File: config.mk
export PLATFORM = sky130hd
export DESIGN_NAME = cfg_latch_sequencer
export DESIGN_NICKNAME = d
export VERILOG_FILES = /design/src/rtl/cfg_latch_pkg.sv /design/src/rtl/cfg_latch_timer.sv /design/src/rtl/cfg_latch_sequencer.sv
export SDC_FILE = /design/constraint.sdc
export NUM_CORES = 1
export LEC_CHECK = 0
export BUFFER_PORTS_ARGS = -buffer_cell sky130_fd_sc_hd__buf_2
export CAP_MARGIN = 10
export CORE_MARGIN = 2
export CORE_UTILIZATION = 55
export CTS_BUF_LIST = sky130_fd_sc_hd__clkbuf_8
export CTS_CLUSTER_SIZE = 24
export DETAILED_ROUTE_END_ITERATION = 7
export PLACE_DENSITY = 0.88
export SYNTH_ARGS = -nofsm -noshare
export SYNTH_HDL_FRONTEND = slang
export SYNTH_SLANG_ARGS = --single-unit
File: constraint.sdc
create_clock -name clk -period 3.5 [get_ports clk]
set_clock_uncertainty 0.2 [all_clocks]
set_input_delay 0.35 -clock clk [delete_from_list [all_inputs] [get_ports clk]]
set_output_delay 0.35 -clock clk [all_outputs]
set_load 0.01 [all_outputs]
File: src/rtl/cfg_latch_pkg.sv
// Shared constants for the configuration latch sequencer: state encoding,
// register map, CTRL/STATUS bit positions and index sizing.
package cfg_latch_pkg;

  typedef logic [1:0] state_t;

  localparam state_t ST_IDLE  = 2'd0;
  localparam state_t ST_SETUP = 2'd1;
  localparam state_t ST_PULSE = 2'd2;
  localparam state_t ST_GAP   = 2'd3;

  localparam logic [5:0] ADDR_CTRL   = 6'h38;
  localparam logic [5:0] ADDR_STATUS = 6'h3C;

  localparam int unsigned CTRL_START   = 0;
  localparam int unsigned CTRL_SINGLE  = 1;
  localparam int unsigned CTRL_IDX_LO  = 8;
  localparam int unsigned CTRL_IDX_HI  = 12;
  localparam int unsigned CTRL_CLR_ERR = 31;

  localparam int unsigned STAT_BUSY = 10;
  localparam int unsigned STAT_ERR  = 31;

  // Index register width; a single bank still needs one bit.
  function automatic int unsigned idx_bits(input int unsigned depth);
    return (depth <= 1) ? 1 : $clog2(depth);
  endfunction

endpackage

File: src/rtl/cfg_latch_timer.sv
// Shared phase timer: loaded with (cycles-1) on phase entry, expire_c flags
// the last cycle of the phase.
module cfg_latch_timer #(
  parameter int unsigned CNT_W = 1
) (
  input  logic             clk,
  input  logic             rst_n,
  input  logic             load,
  input  logic [CNT_W-1:0] load_val,
  output logic             expire_c
);

  logic [CNT_W-1:0] cnt_q;
  logic [CNT_W-1:0] cnt_d;

  always_comb begin
    cnt_d = cnt_q;
    if (load) begin
      cnt_d = load_val;
    end else if (cnt_q != '0) begin
      cnt_d = cnt_q - 1'b1;
    end
  end

  always_ff @(posedge clk or negedge rst_n) begin
    if (!rst_n) begin
      cnt_q <= '0;
    end else begin
      cnt_q <= cnt_d;
    end
  end

  assign expire_c = (cnt_q == '0);

endmodule

File: src/rtl/cfg_latch_sequencer.sv
// Bus-loaded multi-word staging register plus a timed sequencer that pulses
// one-hot latch enables into DEPTH configuration latch banks.
module cfg_latch_sequencer
  import cfg_latch_pkg::*;
#(
  parameter int unsigned DEPTH      = 8,
  parameter int unsigned WIDTH      = 64,
  parameter int unsigned SETUP_CYC  = 1,
  parameter int unsigned PULSE_CYC  = 1,
  parameter int unsigned GAP_CYC    = 1,
  parameter int unsigned AUTO_START = 1
) (
  input  logic             clk,
  input  logic             rst_n,
  input  logic             write_req,
  input  logic [5:0]       address,
  input  logic [31:0]      data_in,
  output logic [31:0]      read_data,
  output logic [WIDTH-1:0] config_data,
  output logic [DEPTH-1:0] latch_en,
  output logic             busy,
  output logic             done
);

  localparam int unsigned NWORDS  = (WIDTH + 31) / 32;
  localparam int unsigned PAD_W   = NWORDS * 32;
  localparam int unsigned IDX_W   = idx_bits(DEPTH);
  localparam int unsigned MAX_SP  = (SETUP_CYC > PULSE_CYC) ? SETUP_CYC : PULSE_CYC;
  localparam int unsigned MAX_CYC = (MAX_SP > GAP_CYC) ? MAX_SP : GAP_CYC;
  localparam int unsigned CNT_W   = (MAX_CYC <= 1) ? 1 : $clog2(MAX_CYC);

  state_t           state_q, state_d;
  logic [IDX_W-1:0] idx_q, idx_d;
  logic             single_q, single_d;
  logic             err_q, err_d;
  logic             busy_q, busy_d;
  logic             done_q, done_d;
  logic [DEPTH-1:0] latch_q, latch_d;
  logic [WIDTH-1:0] cfg_q, cfg_d;

  logic             timer_load;
  logic [CNT_W-1:0] timer_val;
  logic             timer_expire_c;

  logic [3:0]       word_sel;
  logic             data_hit, ctrl_hit, start_req, req_single, bad_idx, start_ok, new_err;
  logic [4:0]       req_idx;
  logic [PAD_W-1:0] cfg_pad;

  // Bus decode and start/error qualification
  always_comb begin
    word_sel   = address[5:2];
    data_hit   = write_req && (address[1:0] == 2'b00) && (32'(word_sel) < NWORDS);
    ctrl_hit   = write_req && (address == ADDR_CTRL);
    req_idx    = data_in[CTRL_IDX_HI:CTRL_IDX_LO];
    req_single = ctrl_hit && data_in[CTRL_START] && data_in[CTRL_SINGLE];
    start_req  = (ctrl_hit && data_in[CTRL_START]) ||
                 ((AUTO_START != 0) && data_hit && (32'(word_sel) == NWORDS - 1));
    bad_idx    = req_single && (32'(req_idx) >= DEPTH);
    start_ok   = start_req && !busy_q && !bad_idx;
    new_err    = (data_hit && busy_q) || (start_req && busy_q) || bad_idx;
  end

  // Staging register: only bits inside WIDTH exist, the rest read as zero
  always_comb begin
    cfg_d = cfg_q;
    for (int unsigned b = 0; b < WIDTH; b++) begin
      if (data_hit && !busy_q && (word_sel == 4'(b / 32))) begin
        cfg_d[b] = data_in[b % 32];
      end
    end
  end

  assign cfg_pad = PAD_W'(cfg_q);

  always_comb begin
    read_data = '0;
    for (int unsigned i = 0; i < NWORDS; i++) begin
      if (address == 6'(4 * i)) begin
        read_data = cfg_pad[32*i +: 32];
      end
    end
    if (address == ADDR_STATUS) begin
      read_data[STAT_ERR]  = err_q;
      read_data[STAT_BUSY] = busy_q;
      read_data[4:0]       = 5'(idx_q);
    end
  end

  // Sequencer next-state and registered-output logic
  always_comb begin
    state_d    = state_q;
    idx_d      = idx_q;
    single_d   = single_q;
    err_d      = err_q;
    done_d     = 1'b0;
    timer_load = 1'b0;
    timer_val  = '0;

    case (state_q)
      ST_IDLE: begin
        if (start_ok) begin
          state_d  = ST_SETUP;
          single_d = req_single;
          idx_d    = req_single ? IDX_W'(req_idx) : IDX_W'(DEPTH - 1);
        end
      end
      ST_SETUP: if (timer_expire_c) state_d = ST_PULSE;
      ST_PULSE: if (timer_expire_c) state_d = ST_GAP;
      ST_GAP: begin
        if (timer_expire_c) begin
          if (single_q || (idx_q == '0)) begin
            state_d = ST_IDLE;
            done_d  = 1'b1;
          end else begin
            idx_d   = idx_q - 1'b1;
            state_d = ST_SETUP;
          end
        end
      end
      default: state_d = ST_IDLE;
    endcase

    if (ctrl_hit && data_in[CTRL_CLR_ERR]) err_d = 1'b0;
    if (new_err) err_d = 1'b1;

    if ((state_d != state_q) && (state_d != ST_IDLE)) begin
      timer_load = 1'b1;
      case (state_d)
        ST_SETUP: timer_val = CNT_W'(SETUP_CYC - 1);
        ST_PULSE: timer_val = CNT_W'(PULSE_CYC - 1);
        default:  timer_val = CNT_W'(GAP_CYC - 1);
      endcase
    end

    busy_d  = (state_d != ST_IDLE);
    latch_d = (state_d == ST_PULSE) ? (DEPTH'(1) << idx_d) : '0;
  end

  always_ff @(posedge clk or negedge rst_n) begin
    if (!rst_n) begin
      state_q  <= ST_IDLE;
      idx_q    <= '0;
      single_q <= 1'b0;
      err_q    <= 1'b0;
      busy_q   <= 1'b0;
      done_q   <= 1'b0;
      latch_q  <= '0;
      cfg_q    <= '0;
    end else begin
      state_q  <= state_d;
      idx_q    <= idx_d;
      single_q <= single_d;
      err_q    <= err_d;
      busy_q   <= busy_d;
      done_q   <= done_d;
      latch_q  <= latch_d;
      cfg_q    <= cfg_d;
    end
  end

  cfg_latch_timer #(
    .CNT_W(CNT_W)
  ) u_timer (
    .clk      (clk),
    .rst_n    (rst_n),
    .load     (timer_load),
    .load_val (timer_val),
    .expire_c (timer_expire_c)
  );

  assign config_data = cfg_q;
  assign latch_en    = latch_q;
  assign busy        = busy_q;
  assign done        = done_q;

endmodule
==> flow_summary.json, run 1 <==
{
  "grt_pass1_wl_um": 15440,
  "grt_pass1_vias": 3181,
  "synth.most_common_cell": "dfrtp_1",
  "die-area_mm2": 0.007850,
  "ys_warn_count": 0,
  "wl_per_cell_um": 16.91,
  "firstDrtPassIters": 4,
  "status": "complete, but fails checks",
  "yosysUniqueCellTypes": 50,
  "synth_seq_cells": 81,
  "synth_area_leader_cell": "dfrtp_1",
  "via_count": 3194,
  "rsz0062_at_grt": "false",
  "hpwl_um": 7032,
  "clk_path_buf_depth": 2,
  "ys_async_sr_fraction_pct": 100.0,
  "cp-end-kind": "primary output",
  "cap_viol_max_count": 0,
  "path_buf_inv": 2,
  "p_sw_mw": 0.7611,
  "core_area_mm2": 0.006869,
  "io_buffers": 146,
  "critical_path.cell_chain": "buf_2 -> or2_1 -> or4_1 -> nor2_1 -> buf_2",
  "avgSynthCellArea_um2": 11.82,
  "synthCells": 333,
  "setup-violations-final": 0,
  "power_leakage_nw": 2.726,
  "combPwrFrac_pct": 24.3,
  "yosys-top-cells-count": "81 x dfrtp_1, 55 x mux2_2, 32 x nand2_1, 31 x nor2_1, 27 x mux2i_1",
  "slowest_stage": "or4_1",
  "finalPower_mw": 2.477,
  "netlist_area_mm2": 0.003936,
  "rows": 30,
  "grt.overflow.total": 0,
  "avgViaCountPerCell": 5.526,
  "ant_nets": 0,
  "max_clock_freq_mhz": 391.7,
  "clk_pin_slew_ns": 0.08,
  "synth_top_area_share_pct": 51.49,
  "report.final.slew_viol_count": 0,
  "die_w_um": 88.60,
  "start_kind": "input port",
  "wl_met3_um": 487,
  "violations": "hold timing",
  "clk_latency_ns": 0.34,
  "worstHoldPathType": "input port to async pin",
  "ys_top_cells_by_area": "dfrtp_1 51%, mux2_2 16%, mux2i_1 6.9%",
  "dp_cells": 563,
  "cts_tree": "built",
  "post_cts_resized": 0,
  "top_layer": "met4",
  "powerDensity_mw_per_mm2": 496.5,
  "drc": 0,
  "cts_hold_buf": 0,
  "cp_top_family": "simple AND/OR/NAND/NOR gates",
  "p_int_mw": 1.716,
  "cts_buffers": 9,
  "die_h_um": 88.60,
  "nNetsFinal": 525,
  "wirelength_met1_um": 4059,
  "crit_fanout": 28,
  "cp_data_required_time_ns": 2.95,
  "maxSlewHeadroom_pct": 32.54,
  "worst-setup-path-type": "input port to primary output",
  "fin_area_mm2": 0.004989,
  "antenna_found_initial": 0,
  "pwr-share-seq_pct": 45.6,
  "synth_seq_area_share_pct": 51.49,
  "grt_max_degree": 82,
  "wl_met2_um": 4924,
  "first_iter_violations": 171,
  "timing.hold.ws_ns": -0.04567,
  "dpl_cell_area_mm2": 0.004771,
  "min_period_ns": 2.553,
  "ys.flop_type": "dfrtp_1",
  "max_stage_delay_ns": 0.87,
  "root_buffer": "clkbuf_8",
  "worst_pin_slew_ns": 1.012,
  "htreeDepth": 3,
  "setup_tns_ns": 0,
  "pwr-share-clk_pct": 30.1,
  "areaGrowthSynthToFinish_pct": 26.73,
  "wirelength_um": 9776,
  "period_share_pct": 72.94,
  "cts.sinks": 81,
  "n_antenna_cell": 0,
  "swShare_pct": 30.73,
  "synth_edf_count": 0,
  "ios": 147,
  "start_util_pct": 57.30,
  "instances_no_fill": 578,
  "grt_usage_pct": 25.88,
  "crit_top_cell": "buf_2",
  "ir_drop_v": 0.0002441,
  "post_cts_buffers": 0,
  "crit_arrival_ns": 2.00,
  "nFillCells": 513,
  "gp_congestion": 0.8446,
  "synth_fp_nets": 380,
  "finalHoldViolations": 53,
  "layout-drive-gt1-share_pct": 48.76
}
[flip-flops by register name, indices dropped and copies added (netlist names)]
name / cells
idx_q: 3
err_q: 1
latch_en: 8
busy: 1
config_data: 64
single_q: 1
state_q: 2
done: 1
[path summary, 6_finish.rpt]
| check | slack, ns | start | endpoint | cells past startpoint |
|---|---|---|---|---|
| max in group asynchronous | 2.49 | rst_n | config_data[34] | 1 |
| worst min register to register | 0.31 | config_data[32] | config_data[32] | 2 |
| min in group clk | 0.03 | data_in[19] | config_data[51] | 2 |
| worst max register to register | 1.05 | state_q[0] | latch_en[1] | 7 |
| worst max-delay path | 0.95 | address[1] | read_data[29] | 5 |
| worst min-delay path | -0.05 | rst_n | latch_en[4] | 1 |
[area by class of cell]
type                    count  area (um2)  share of cell area (%)
flip-flops and latches     81        2027                   40.63
multi-input cells         227        1802                   36.12
repair buffers            150       788.3                   15.80
clock buffers              10       137.6                   2.759
well taps                  96       120.1                   2.408
clock inverters             5       80.08                   1.605
inverters                   9       33.78                  0.6772
[placed cells by master (no fill, tap or decap), types with 3 or more instances in the layout]
master,netlist,final
buf_2,6,145
dfrtp_1,81,81
mux2_2,55,55
nand2_1,32,32
nor2_1,31,31
mux2i_1,27,27
clkbuf_8,0,10
inv_1,7,7
o21ai_0,6,6
nor3_1,6,6
ha_1,6,6
a22o_1,5,5
a21oi_1,5,5
mux2_1,5,5
nor3_2,4,4
or2_1,3,3
nor2b_1,3,3
nand3_1,3,3
nand2b_1,3,3
o31ai_1,3,3
buf_4,3,3
[power groups by stage]
| stage | Clock [mW] | Sequential, mW | Combinational, mW |
|---|---|---|---|
| 4_1_cts | 0.755 | 1.13 | 0.600 |
| 2_1_floorplan | 0 | 1.16 | 0.345 |
| 3_3_place_gp | 0 | 1.14 | 0.564 |
| 3_5_place_dp | 0 | 1.14 | 0.595 |
| 6_report | 0.745 | 1.13 | 0.602 |
| 5_1_grt | 0.792 | 1.14 | 0.668 |
[logic make-up (layout without fill, tap and decap cells)]
group                    count (synthesis)  count (layout)  synth area share [%]
AO/OA/AOI/OAI                           32              32                 6.135
buffers and inverters                   25             174                 2.861
AND/OR/NAND/NOR                        102             102                 13.57
multiplexers                            87              87                 24.03
adder cells (fa/ha/maj)                  6               6                 1.907
flip-flops                              81              81                 51.49
[worst reg2reg max path, delay by kind of cell, from the launching register on]
| kind | cells | cell delay [ns] |
|---|---|---|
| and+or+nand+nor | 3 | 0.70 |
| AOI/OAI and AO/OA | 2 | 0.62 |
| DFF | 1 | 0.39 |
| adders and majority gates | 1 | 0.37 |
| buffers and inverters | 1 | 0.10 |
[per-stage QoR]
stage          setup slack, ns  util (%)  hold slack (ns)
2_1_floorplan            1.390         -          -0.1456
3_3_place_gp             1.016     69.45           0.2856
3_5_place_dp            0.9346     69.45           0.2921
4_1_cts                 0.9119     72.62         0.009260
5_1_grt                 0.8341     72.62          0.02767
6_report                0.9472     72.62         -0.04567
[layer usage]
layer / vias to the layer above / global-route usage (%)
met5: - / 0
met4: 0 / 13.64
met3: 29 / 4.384
met2: 132 / 42.38
met1: 1573 / 33.13
li1: 1460 / -
Note: power is estimated with default switching activity, not from simulation.
==> run 2: changes to the inputs <==
--- a/config.mk
+++ b/config.mk
@@ -8,11 +8,11 @@
 export BUFFER_PORTS_ARGS = -buffer_cell sky130_fd_sc_hd__buf_2
 export CAP_MARGIN = 10
 export CORE_MARGIN = 2
-export CORE_UTILIZATION = 55
+export CORE_UTILIZATION = 46
 export CTS_BUF_LIST = sky130_fd_sc_hd__clkbuf_8
 export CTS_CLUSTER_SIZE = 24
 export DETAILED_ROUTE_END_ITERATION = 7
-export PLACE_DENSITY = 0.88
+export PLACE_DENSITY = 0.78
 export SYNTH_ARGS = -nofsm -noshare
 export SYNTH_HDL_FRONTEND = slang
 export SYNTH_SLANG_ARGS = --single-unit
==> constraint.sdc (replaced) <==
create_clock -name clk -period 2.2 [get_ports clk]
set_clock_uncertainty 0.2 [all_clocks]
set_input_delay 0.22 -clock clk [delete_from_list [all_inputs] [get_ports clk]]
set_output_delay 0.22 -clock clk [all_outputs]
set_load 0.01 [all_outputs]
==> run 2 against run 1 <==
Net effect:
- the flow now finishes without violations
- register-to-register slack got worse by 0.97 ns
- wire length rose by 9.8%
- global-route usage fell by 2.0 points
- via count rose by 5.2%
- clock power rose by 54%
- critical endpoint is now latch_en[4]
- first-iteration DRC count fell by 8.8%
- setup slack got worse by 0.86 ns
- clock-buffer cell count did not move
- sequential cell count did not move
- worst hold slack improved by 0.068 ns
- power rose by 66%
==> flow_summary.json, run 2 (synthesis results as in run 1) <==
{
  "via_count": 3361,
  "cp-end-kind": "flop",
  "ir_drop_v": 0.0003639,
  "root_buffer": "clkbuf_8",
  "max_clock_freq_mhz": 472.3,
  "areaGrowthSynthToFinish_pct": 38.94,
  "p_sw_mw": 1.337,
  "htreeDepth": 3,
  "finalHoldViolations": 0,
  "path_buf_inv": 1,
  "cap_viol_max_count": 0,
  "die_w_um": 96.51,
  "p_int_mw": 2.775,
  "powerDensity_mw_per_mm2": 751.9,
  "min_from": "write_req",
  "place_worst_setup_slack_ns": -0.02223,
  "grt_pass1_vias": 3312,
  "grt_usage_pct": 23.92,
  "die_h_um": 96.51,
  "min_to": "err_q",
  "rsz0062_at_grt": "true",
  "hpwl_um": 7395,
  "crit_fanout": 6,
  "pwr-share-clk_pct": 28.1,
  "period_share_pct": 96.25,
  "multi_input_area_mm2": 0.001836,
  "report.final.slew_viol_count": 0,
  "combPwrFrac_pct": 28.6,
  "max_stage_delay_ns": 0.39,
  "ff2ff_path_depth": 7,
  "die-area_mm2": 0.009313,
  "ant_nets": 0,
  "cts_tree": "built",
  "status": "complete, no violations",
  "swShare_pct": 32.51,
  "cp_top_family": "compound AO/OA/AOI/OAI gates",
  "worstHoldPathType": "input port to flop",
  "worst-setup-path-type": "flop to flop",
  "layout_common_cells": "145 x buf_2, 81 x dfrtp_1, 55 x mux2_2",
  "io_buffers": 146,
  "start_kind": "flop",
  "worst_pin_slew_ns": 0.5590,
  "ios": 147,
  "first_iter_violations": 156,
  "r2r-end": "latch_en[4]",
  "clk_latency_ns": 0.34,
  "start_util_pct": 47.67,
  "cp_data_required_time_ns": 2.27,
  "critical_path.cell_chain": "inv_2 -> ha_2 -> nand2b_4 -> o31a_1 -> a21o_1 -> a22o_4 -> nor3_2",
  "seq_area_mm2": 0.002027,
  "pwr-share-seq_pct": 43.3,
  "grt_pass1_wl_um": 16740,
  "nNetsFinal": 571,
  "drc": 0,
  "clk_path_buf_depth": 2,
  "slowest_stage": "dfrtp_1",
  "antenna_found_initial": 0,
  "crit_arrival_ns": 2.19,
  "cts.sinks": 81,
  "grt.overflow.total": 0,
  "maxSlewHeadroom_pct": 62.73,
  "largest_register_ffs": 64,
  "dpl_cell_area_mm2": 0.004877,
  "hold_depth": 3,
  "core_area_mm2": 0.008258,
  "final_common_cell": "buf_2",
  "fin_area_mm2": 0.005469,
  "setup-violations-final": 0,
  "layout-drive-gt1-share_pct": 48.39,
  "rows": 33,
  "clk_pin_slew_ns": 0.09,
  "finalPower_mw": 4.112,
  "n_antenna_cell": 0,
  "power_leakage_nw": 2.935,
  "gp_congestion": 0.8458,
  "grt_max_degree": 47,
  "firstDrtPassIters": 4,
  "avgViaCountPerCell": 5.301,
  "cts_buffers": 9,
  "wl_per_cell_um": 16.93,
  "nFillCells": 663,
  "regToRegSetupSlack_ns": 0.08,
  "wirelength_um": 10740,
  "worst_slack_ns": 0.08251,
  "rr_startpoint": "state_q[0]",
  "min_period_ns": 2.117
}
## run 2: changes by cell type in the layout (fill, tap and decap cells not counted), sizes merged
cell,before,now
bufinv,2,1
dlygate4sd3,0,33
clkinvlp,2,1
inv,9,12
buf,150,163
## run 2: stage by stage
stage / TNS, ns / hold slack [ns] / util (%) / std cells
floorplan: 0 / -0.2756 / - / 333
finish: 0 / 0.02209 / 66.23 / 634
CTS: 0 / 0.005074 / 65.76 / 632
global placement: 0 / 0.009202 / 59.06 / 583
detailed placement: -0.04571 / 0.02064 / 59.06 / 583
global route: -0.1186 / 0.06942 / 66.23 / 634
## run 2: worst max-delay path by stage
stage	start	end	slack, ns	cells past startpoint
3_3_place_gp	state_q[0]	latch_en[0]	0.08	8
6_report	state_q[0]	latch_en[4]	0.08	7
3_5_place_dp	state_q[1]	latch_en[2]	-0.02	8
4_1_cts	state_q[1]	latch_en[0]	0.0007	8
5_1_grt	state_q[0]	latch_en[7]	-0.04	7
2_1_floorplan	state_q[0]	latch_en[0]	0.11	8
## run 2: cell type report
type / instances / share of cell area [%]
Sequential cell: 81 / 37.06
Multi-Input combinational cell: 227 / 33.56
Timing Repair Buffer: 196 / 22.47
Clock buffer: 10 / 2.517
Tap cell: 105 / 2.402
Clock inverter: 6 / 1.327
Inverter: 9 / 0.6635
## run 2: worst register-to-register path: stages, from the launching register on
cell and delay [ns]:
dfrtp_1 0.39, inv_2 0.08, ha_2 0.31, nand2b_4 0.17, o31a_1 0.27, a21o_1 0.17
a22o_4 0.25, nor3_2 0.19
## run 2: what timing repair did
action	in CTS	in global routing
gates resized for setup	2	7
hold buffers	33	0
setup buffers	0	2
endpoints found under the hold margin	99	0
setup endpoints to repair	6	8
pin swaps	0	1
## run 2: power groups by stage
stage               sequential [mW]  clock (mW)  combinational (mW)
finish                         1.78        1.15                1.18
global route                   1.80        1.25                1.29
CTS                            1.78        1.17                1.11
detailed placement             1.81           0                1.03
global placement               1.80           0               0.976
floorplan                      1.85           0               0.549
## run 2: routing by layer
metal	up-vias	track usage, %	wire [um]
li1	1556	-	-
met1	1656	30.36	4391
met2	136	40.28	5471
met3	13	6.439	736
met4	0	7.042	136
met5	-	0	0
